<file path="src/rtl/music_pkg.sv">
// rtl/music_pkg.sv - shared types and defaults for note playback
// Purpose: player FSM state type and default slot/latency values that the
//          playback sequencer and the note datapath must agree on.
package music_pkg;

  typedef enum logic [1:0] {
    IDLE = 2'd0,
    LOAD = 2'd1,
    TONE = 2'd2,
    GAP  = 2'd3
  } player_state_t;

  // Address register plus RAM output register in the datapath.
  localparam int LOAD_CYCLES_DEF = 2;
  localparam int NUM_NOTES_DEF   = 16;

endpackage

</file>
<file path="src/rtl/tone_gen.sv">
// rtl/tone_gen.sv - square-wave generator driven by a half-period length
// Purpose: toggles wave every half_period clk cycles while enabled.
// Ports:
//   clk, reset (sync, active-low)
//   enable       : 0 clears the counter and forces wave low
//   half_period  : half-period length in clk cycles, 0 = rest (wave stays low)
//   wave         : registered square-wave output
module tone_gen (
  input  logic        clk,
  input  logic        reset,
  input  logic        enable,
  input  logic [31:0] half_period,
  output logic        wave
);

  logic [31:0] cnt_q;
  logic        wave_q;

  always_ff @(posedge clk) begin
    if (!reset || !enable) begin
      cnt_q  <= 32'd0;
      wave_q <= 1'b0;
    end else if (half_period == 32'd0) begin
      // A zero length would underflow the terminal compare; treat as rest.
      cnt_q  <= 32'd0;
      wave_q <= 1'b0;
    end else if (cnt_q == half_period - 32'd1) begin
      cnt_q  <= 32'd0;
      wave_q <= ~wave_q;
    end else begin
      cnt_q  <= cnt_q + 32'd1;
    end
  end

  assign wave = wave_q;

endmodule

</file>
<file path="src/rtl/note_player.sv">
// rtl/note_player.sv - playback sequencer for the note store
// Purpose: walks note_counter through the memory slots, waits for the fetched
//          frequency word, plays it as a square wave for NOTE_CYCLES, then
//          stays silent for GAP_CYCLES before the next slot.
// Ports:
//   clk, reset (sync, active-low)
//   play         : start request, only looked at while idle
//   stop         : abort from any state, wins over play
//   loop_en      : wrap to slot 0 after the last slot instead of finishing
//   freq_in      : half-period of the fetched note in clk cycles, 0 = rest
//   note_counter : current memory slot
//   ld_play      : datapath read select, high whenever not idle
//   next_note_en : one-cycle pulse on entering the tone phase
//   audio_out    : square-wave output
//   busy         : high whenever not idle
//   done         : one-cycle pulse when a non-looping pass completes
module note_player
  import music_pkg::*;
#(
  parameter int NUM_NOTES   = NUM_NOTES_DEF,
  parameter int ADDR_W      = 4,
  parameter int NOTE_CYCLES = 25_000_000,
  parameter int GAP_CYCLES  = 2_500_000,
  parameter int LOAD_CYCLES = LOAD_CYCLES_DEF
) (
  input  logic              clk,
  input  logic              reset,
  input  logic              play,
  input  logic              stop,
  input  logic              loop_en,
  input  logic [31:0]       freq_in,
  output logic [ADDR_W-1:0] note_counter,
  output logic              ld_play,
  output logic              next_note_en,
  output logic              audio_out,
  output logic              busy,
  output logic              done
);

  localparam int MAX_DUR = (NOTE_CYCLES > GAP_CYCLES) ? NOTE_CYCLES : GAP_CYCLES;
  localparam int DUR_W   = $clog2(MAX_DUR) + 1;

  localparam logic [DUR_W-1:0]  LOAD_LAST = DUR_W'(LOAD_CYCLES - 1);
  localparam logic [DUR_W-1:0]  NOTE_LAST = DUR_W'(NOTE_CYCLES - 1);
  localparam logic [DUR_W-1:0]  GAP_LAST  = DUR_W'(GAP_CYCLES - 1);
  localparam logic [DUR_W-1:0]  DUR_ONE   = DUR_W'(1);
  localparam logic [ADDR_W-1:0] LAST_SLOT = ADDR_W'(NUM_NOTES - 1);
  localparam logic [ADDR_W-1:0] SLOT_ONE  = ADDR_W'(1);

  player_state_t     state_q;
  logic [DUR_W-1:0]  dur_q;
  logic [ADDR_W-1:0] note_counter_q;
  logic [31:0]       freq_q;
  logic              ld_play_q;
  logic              busy_q;
  logic              next_note_en_q;
  logic              done_q;
  logic              tone_en;
  logic              wave;

  // The generator only runs on edges that stay inside TONE. Holding it off on
  // the entry edge keeps the first tone cycle low with a zero count, and
  // holding it off on the exit or stop edge puts the output low in the same
  // cycle the state leaves TONE.
  assign tone_en = (state_q == TONE) && !stop && (dur_q != NOTE_LAST);

  always_ff @(posedge clk) begin
    if (!reset || stop) begin
      state_q        <= IDLE;
      dur_q          <= '0;
      note_counter_q <= '0;
      freq_q         <= 32'd0;
      ld_play_q      <= 1'b0;
      busy_q         <= 1'b0;
      next_note_en_q <= 1'b0;
      done_q         <= 1'b0;
    end else begin
      next_note_en_q <= 1'b0;
      done_q         <= 1'b0;
      case (state_q)
        IDLE: begin
          if (play) begin
            state_q        <= LOAD;
            dur_q          <= '0;
            note_counter_q <= '0;
            ld_play_q      <= 1'b1;
            busy_q         <= 1'b1;
          end
        end
        LOAD: begin
          if (dur_q == LOAD_LAST) begin
            freq_q         <= freq_in;
            state_q        <= TONE;
            dur_q          <= '0;
            next_note_en_q <= 1'b1;
          end else begin
            dur_q <= dur_q + DUR_ONE;
          end
        end
        TONE: begin
          if (dur_q == NOTE_LAST) begin
            state_q <= GAP;
            dur_q   <= '0;
          end else begin
            dur_q <= dur_q + DUR_ONE;
          end
        end
        GAP: begin
          if (dur_q == GAP_LAST) begin
            dur_q <= '0;
            if (note_counter_q != LAST_SLOT) begin
              note_counter_q <= note_counter_q + SLOT_ONE;
              state_q        <= LOAD;
            end else if (loop_en) begin
              note_counter_q <= '0;
              state_q        <= LOAD;
            end else begin
              note_counter_q <= '0;
              state_q        <= IDLE;
              ld_play_q      <= 1'b0;
              busy_q         <= 1'b0;
              done_q         <= 1'b1;
            end
          end else begin
            dur_q <= dur_q + DUR_ONE;
          end
        end
        default: begin
          state_q <= IDLE;
        end
      endcase
    end
  end

  tone_gen u_tone_gen (
    .clk         (clk),
    .reset       (reset),
    .enable      (tone_en),
    .half_period (freq_q),
    .wave        (wave)
  );

  assign note_counter = note_counter_q;
  assign ld_play      = ld_play_q;
  assign next_note_en = next_note_en_q;
  assign audio_out    = wave;
  assign busy         = busy_q;
  assign done         = done_q;

endmodule

</file>
<file path="config.mk">
export PLATFORM = sky130hd
export DESIGN_NAME = note_player
export DESIGN_NICKNAME = d
export VERILOG_FILES = /design/src/rtl/music_pkg.sv /design/src/rtl/tone_gen.sv /design/src/rtl/note_player.sv
export SDC_FILE = /design/constraint.sdc
export NUM_CORES = 1
export LEC_CHECK = 0
export ABC_AREA = 1
export BUFFER_PORTS_ARGS = -buffer_cell sky130_fd_sc_hd__buf_2
export CAP_MARGIN = 10
export CORE_ASPECT_RATIO = 0.75
export CORE_MARGIN = 1.5
export CORE_UTILIZATION = 55
export CTS_CLUSTER_DIAMETER = 80
export DETAILED_ROUTE_END_ITERATION = 8
export MAX_ROUTING_LAYER = met4
export PLACE_DENSITY_LB_ADDON = 0.12
export RECOVER_POWER = 25
export SLEW_MARGIN = 10
export SYNTH_ARGS = -nofsm -noshare
export SYNTH_HDL_FRONTEND = slang
export SYNTH_SLANG_ARGS = --single-unit
</file>
<file path="constraint.sdc">
create_clock -name clk -period 2.65 [get_ports clk]
set_input_delay 0.1325 -clock clk [delete_from_list [all_inputs] [get_ports clk]]
set_output_delay 0.1325 -clock clk [all_outputs]
set_load 0.1 [all_outputs]
</file>
# Word-level counts from Yosys, hierarchy flattened
# Cells that the tools add are included.
# classes
bitwise_logic	4
n_reduce_logical	18
muxes	23
addsub	4
n_eq_ne	15
# ops
operator	n
two-way mux 26 bit	4
case mux 26 bit (4 select lines)	1
adder 32 x 1 -> 32 bit, second input constant	1
== test 32 bit	1
zero test 32 bit	1
subtractor 32 x 1 -> 32 bit, second input constant	1
adder 26 x 1 -> 26 bit, second input constant	1
== test 26 x 1 -> 1 bit, second input constant	1
== test 26 x 22 -> 1 bit, second input constant	1
== test 26 x 25 -> 1 bit, second input constant	1
!= test 26 x 25 -> 1 bit, second input constant	1
two-way mux 4 bit	3
!= test 2 bit, second input constant	5
two-way mux 1 bit	8
two-way mux 2 bit	4
case mux 2 bit (4 select lines)	1
case mux 4 bit (2 select lines)	1
AND reduction 5 bit	1
adder 4 x 1 -> 4 bit, second input constant	1
== test 2 bit, second input constant	2
!= test 4 bit, second input constant	1
NOT 1 bit	4
AND reduction 4 bit	1
OR reduction 2 bit	2
other kinds (12)	16
# word_totals
out_inout_bits	9
elab_cells	73
register_bits	100

# Depth between registers and ports, before layout
# depth
depth_word	6
mapped_depth	19
mapped_depth_nobuf	18

# Modules after synthesis
# From an unflattened synthesis, not the netlist that was laid out.
# hier_totals
hier_cells	1022
hier_area_um2	6742.7
# by_module_without_submodules
module	seq_area_each_um2	cells_each	n_inst	area_each_um2
note_player	1341.3	536	1	3621.0
tone_gen	660.6	486	1	3121.7

# Worst setup path after synthesis
# Ideal clock, no wire load.
# synth_path
path_type	flip-flop to flip-flop
startpoint	reg note_counter_q[0], in the netlist note_counter[0]
endpoint	reg state_q[0]
stages_incl_launch_ff	10
setup_slack_ns	0.407
path_buffers	0
arrival_time_ns	2.111
setup_ns	0.132
path_cell_list	dfxtp_1 ha_1 nand2_1 nor2_1 inv_1 or2_2 nand3_1 o21ai_0 o21ai_0 a21oi_1
# synth_between
elab_chain_cells	4
# synth_lines
element	line	rtl
from (decl)	note_player.sv:52	logic [ADDR_W-1:0] note_counter_q;
from (signal assigned)	note_player.sv:112	note_counter_q <= note_counter_q + SLOT_ONE;
!= test 4 bit	note_player.sv:111	if (note_counter_q != LAST_SLOT) begin
two-way mux 1 bit	note_player.sv:111	
two-way mux 2 bit	note_player.sv:109	if (dur_q == GAP_LAST) begin
case mux 2 bit (4 select lines)	note_player.sv:80	case (state_q)
to (signal assigned)	note_player.sv:83	state_q <= LOAD;
to (signal assigned)	note_player.sv:113	state_q <= LOAD;
to (signal assigned)	note_player.sv:116	state_q <= LOAD;
to (decl)	note_player.sv:50	player_state_t state_q;
# Every way passes these cells. The select of a mux whose other input is x is not followed.
# A chain may end at the register's enable or synchronous reset.

# Final worst setup path
# layout_path
startpoint	reg dur_q[0]
endpoint	reg u_tone_gen.cnt_q[15]
# layout_between
elab_chain_cells	5
# layout_lines
element	line	rtl
from (decl)	note_player.sv:51	logic [DUR_W-1:0] dur_q;
from (signal assigned)	note_player.sv:97	dur_q <= dur_q + DUR_ONE;
from (signal assigned)	note_player.sv:105	dur_q <= dur_q + DUR_ONE;
from (signal assigned)	note_player.sv:125	dur_q <= dur_q + DUR_ONE;
!= test 26 x 25 -> 1 bit	note_player.sv:65	assign tone_en = (state_q == TONE) && !stop && (dur_q != NOTE_LAST);
logical AND 1 bit	note_player.sv:65	
zero test 1 bit	tone_gen.sv:20	if (!reset || !enable) begin
logical OR 1 bit	tone_gen.sv:20	
OR reduction 3 bit (no source line)	n/a	
to (signal assigned)	tone_gen.sv:31	cnt_q <= cnt_q + 32'd1;
to (decl)	tone_gen.sv:16	logic [31:0] cnt_q;
# Every way passes these cells.

==> results.md <==
* Max Cap Viol at 0
* Status: completed
* Global-route wire length before repair at 26,600 um
* Deepest clock path buffer count at 2
* Unique masters post-synth at 41
* Sequential area share after synthesis at 0.317
* #FFs+latches synth at 100
* Post-DP HPWL at between 10,000 and 15,000 um
* Synthesized instance count at between 900 and 1,000
* CP max stage delay at 700 ps
* Commonest non-fill, non-tap cell in the layout: nand2_1
* Setup TNS at 0 ps
* Die ar. at 0.0121 mm^2
* CTS Hold Buffers Added at 0
* Row cnt at 33
* Synth area leader: dfxtp_1
* Initial drt markers at between 500 and 600
* Die height at roughly 96 um
* Ports at 46
* WP data arrival at 2810 ps
* Area growth from synthesis to layout at 12.1%
* Hold WC Path Type: primary input to flip-flop
* H-tree levels at 3
* Slew HR at 0.226
* GRT Util Overall at 0.288
* Clock skew at roughly 8.1 ps
* Endpoints failing setup at 0
* Area of the multi-input gates at 0.00373 mm^2
* Root Driver: clkbuf_16
* Skew-Pair Late Insertion Delay at 360 ps
* IO buf count at 45
* GRT overflow at 0
* CP Class: flip-flop to flip-flop
* Power Density at 444 mW/mm^2
* Core ar. at 0.0111 mm^2
* Via Count at 6,012
* Syn nets at 1,013
* Post-route clock period utilization at 0.950
* Initial Util at 0.570
* Antenna violations before repair at 0
* Drt drc at 0
* Fin util at 0.639
* Ratio of cells with drive above 1 in the final layout at 0.145
* CP top delay family: compound AO/OA/AOI/OAI gates
* Clk slew on worst S/H paths at 80 ps
* Yosys warnings at 0
* TritonCTS Buffers at 9
* Bufs and invs on worst path at 2
* Filler cells at 1,071
* Fmax at 0.397 GHz
* Crit path capture type: flip-flop
* DRT antenna net count at 0
* Diode count at 0
* Syn avg cell area at around 6.5 um^2
* CP max-delay cell: a311oi_1
* CP max FO at 12
* Netlist area before placement at roughly 0.0063 mm^2
* Crit-path cells: ha_1 > nand3_1 > nor2_1 > nand4_1 > o21ai_0 > buf_4 > a311oi_1 > nand2_8 > buf_12 > nor2_2
* Final hold viol count at 0
* DR vias/cell at about 5.2
* Slew @ Worst Pin at 1170 ps
* Largest net degree at the start of global routing at 45
* Critical path startpoint category: flip-flop
* CP required at 2940 ps
* Nets at 1,064
* GPL Wtd Cong at 1.01
* Drt total wl at roughly 16,000 um
* DIE WIDTH at 127 um
* Post-layout min period at 2520 ps
* Highest-count cells in the layout ignoring fill and taps: nand2_1, nor2_1, inv_1
* Clock sinks at 100
* Vias in the first global route at roughly 5,500
* VDD IR max at 0.000430 V
* Synth area leaders: dfxtp_1, nand2_1, nor2_1
* DR WL/cell at 13.9 um
* Register area at 0.00200 mm^2
* Yosys top cell area share at 0.317
* DR pass1 iterations at 5
* LEAKAGE at 3.06 nW
* Max Slew Vio Count at 0
* CTS tree: built
## registers in the layout, indices dropped and copies added, names as in the netlist
| name | count |
|---|---|
| dur_q | 26 |
| busy | 1 |
| next_note_en | 1 |
| done | 1 |
| freq_q | 32 |
| u_tone_gen.cnt_q | 32 |
| u_tone_gen.wave | 1 |
| state_q | 2 |
| note_counter | 4 |
## report_power, final
group	total [mW]	internal (mW)	switching [mW]
clock network	1.41	0.760	0.652
registers	1.51	1.51	0.00672
logic	0.218	0.0723	0.146
total	3.14	2.34	0.805
## layout make-up
class	instances	share of cell area
Sequential cell	100	0.283
Multi-Input combinational cell	714	0.527
Inverter	133	0.0706
Timing Repair Buffer	59	0.0495
Clock inverter	7	0.0131
Clock buffer	9	0.0318
Tap cell	140	0.0248
## what timing repair did
item                                    4_1_cts  5_1_grt
endpoints found under the setup margin        0       22
buffers inserted                              0        0
gates resized for setup                       0        4
endpoints found under the hold margin         0        0
## logic make-up (layout without fill, tap and decap cells)
family                     Yosys count  count (layout)  synth area share
AOI/OAI and AO/OA                   74              74            0.0720
xor gates and xnor gates            64              64            0.0889
buffers and inverters              152             208            0.0952
and+or+nand+nor                    566             566             0.407
DFF                                100             100             0.317
adders and majority gates           10              10            0.0198
## tightest hold or removal path, cell delays in order
cell and delay [ps]:
buf_2 80, nor2_1 30, nor2_1 80
## per-layer routing
metal | part of all wire | global-route usage | vias to the layer above
met1 | 0.51 | 0.406 | 2652
met3 | 0.085 | 0.0678 | 16
met4 | 0.011 | 0.0587 | 0
met2 | 0.39 | 0.422 | 201
li1 | - | - | 3143
met5 | 0 | - | -
## worst paths after layout
kind | start | to | slack [ps] | cells after the start
worst min register to register | busy | busy | 490 | 2
worst max register to register | dur_q[0] | u_tone_gen.cnt_q[15] | 130 | 10
worst max-delay path | dur_q[0] | u_tone_gen.cnt_q[15] | 130 | 10
worst min-delay path | freq_in[14] | freq_q[14] | 1 | 3
## per-stage QoR
stage | setup WS [ps] | total power, mW | hold WS (ps) | cell area (um^2) | cells
after global placement | 262 | 1.76 | 360 | 6750 | 1146
after floorplan | 407 | 1.69 | 267 | 6310 | 966
after CTS | 173 | 3.16 | 1.34 | 7070 | 1162
after detailed placement | 195 | 1.76 | 371 | 6750 | 1146
after global routing | -57.6 | 3.24 | 22.8 | 7070 | 1162
final | 133 | 3.14 | 1.11 | 7070 | 1162
## Yosys cell counts, drive strengths merged
| library cell | instances |
|---|---|
| o211ai | 1 |
| or3 | 1 |
| xnor2 | 17 |
| inv | 133 |
| buf | 7 |
| nand4 | 25 |
| o21ai | 33 |
| nand3 | 49 |
| nand2 | 223 |
| a21oi | 10 |
| and2 | 1 |
| o22ai | 3 |
| nor4 | 7 |
| nor2 | 216 |
| a31oi | 2 |
| nand3b | 4 |
| a211oi | 21 |
| xor2 | 47 |
| o21bai | 3 |
| clkbuf | 12 |
| nor3 | 31 |
| a311oi | 1 |
| and3 | 1 |
| or2 | 7 |
| nor3b | 1 |
| ha | 10 |
| dfxtp | 100 |
Power figures use the tool's default switching activity.
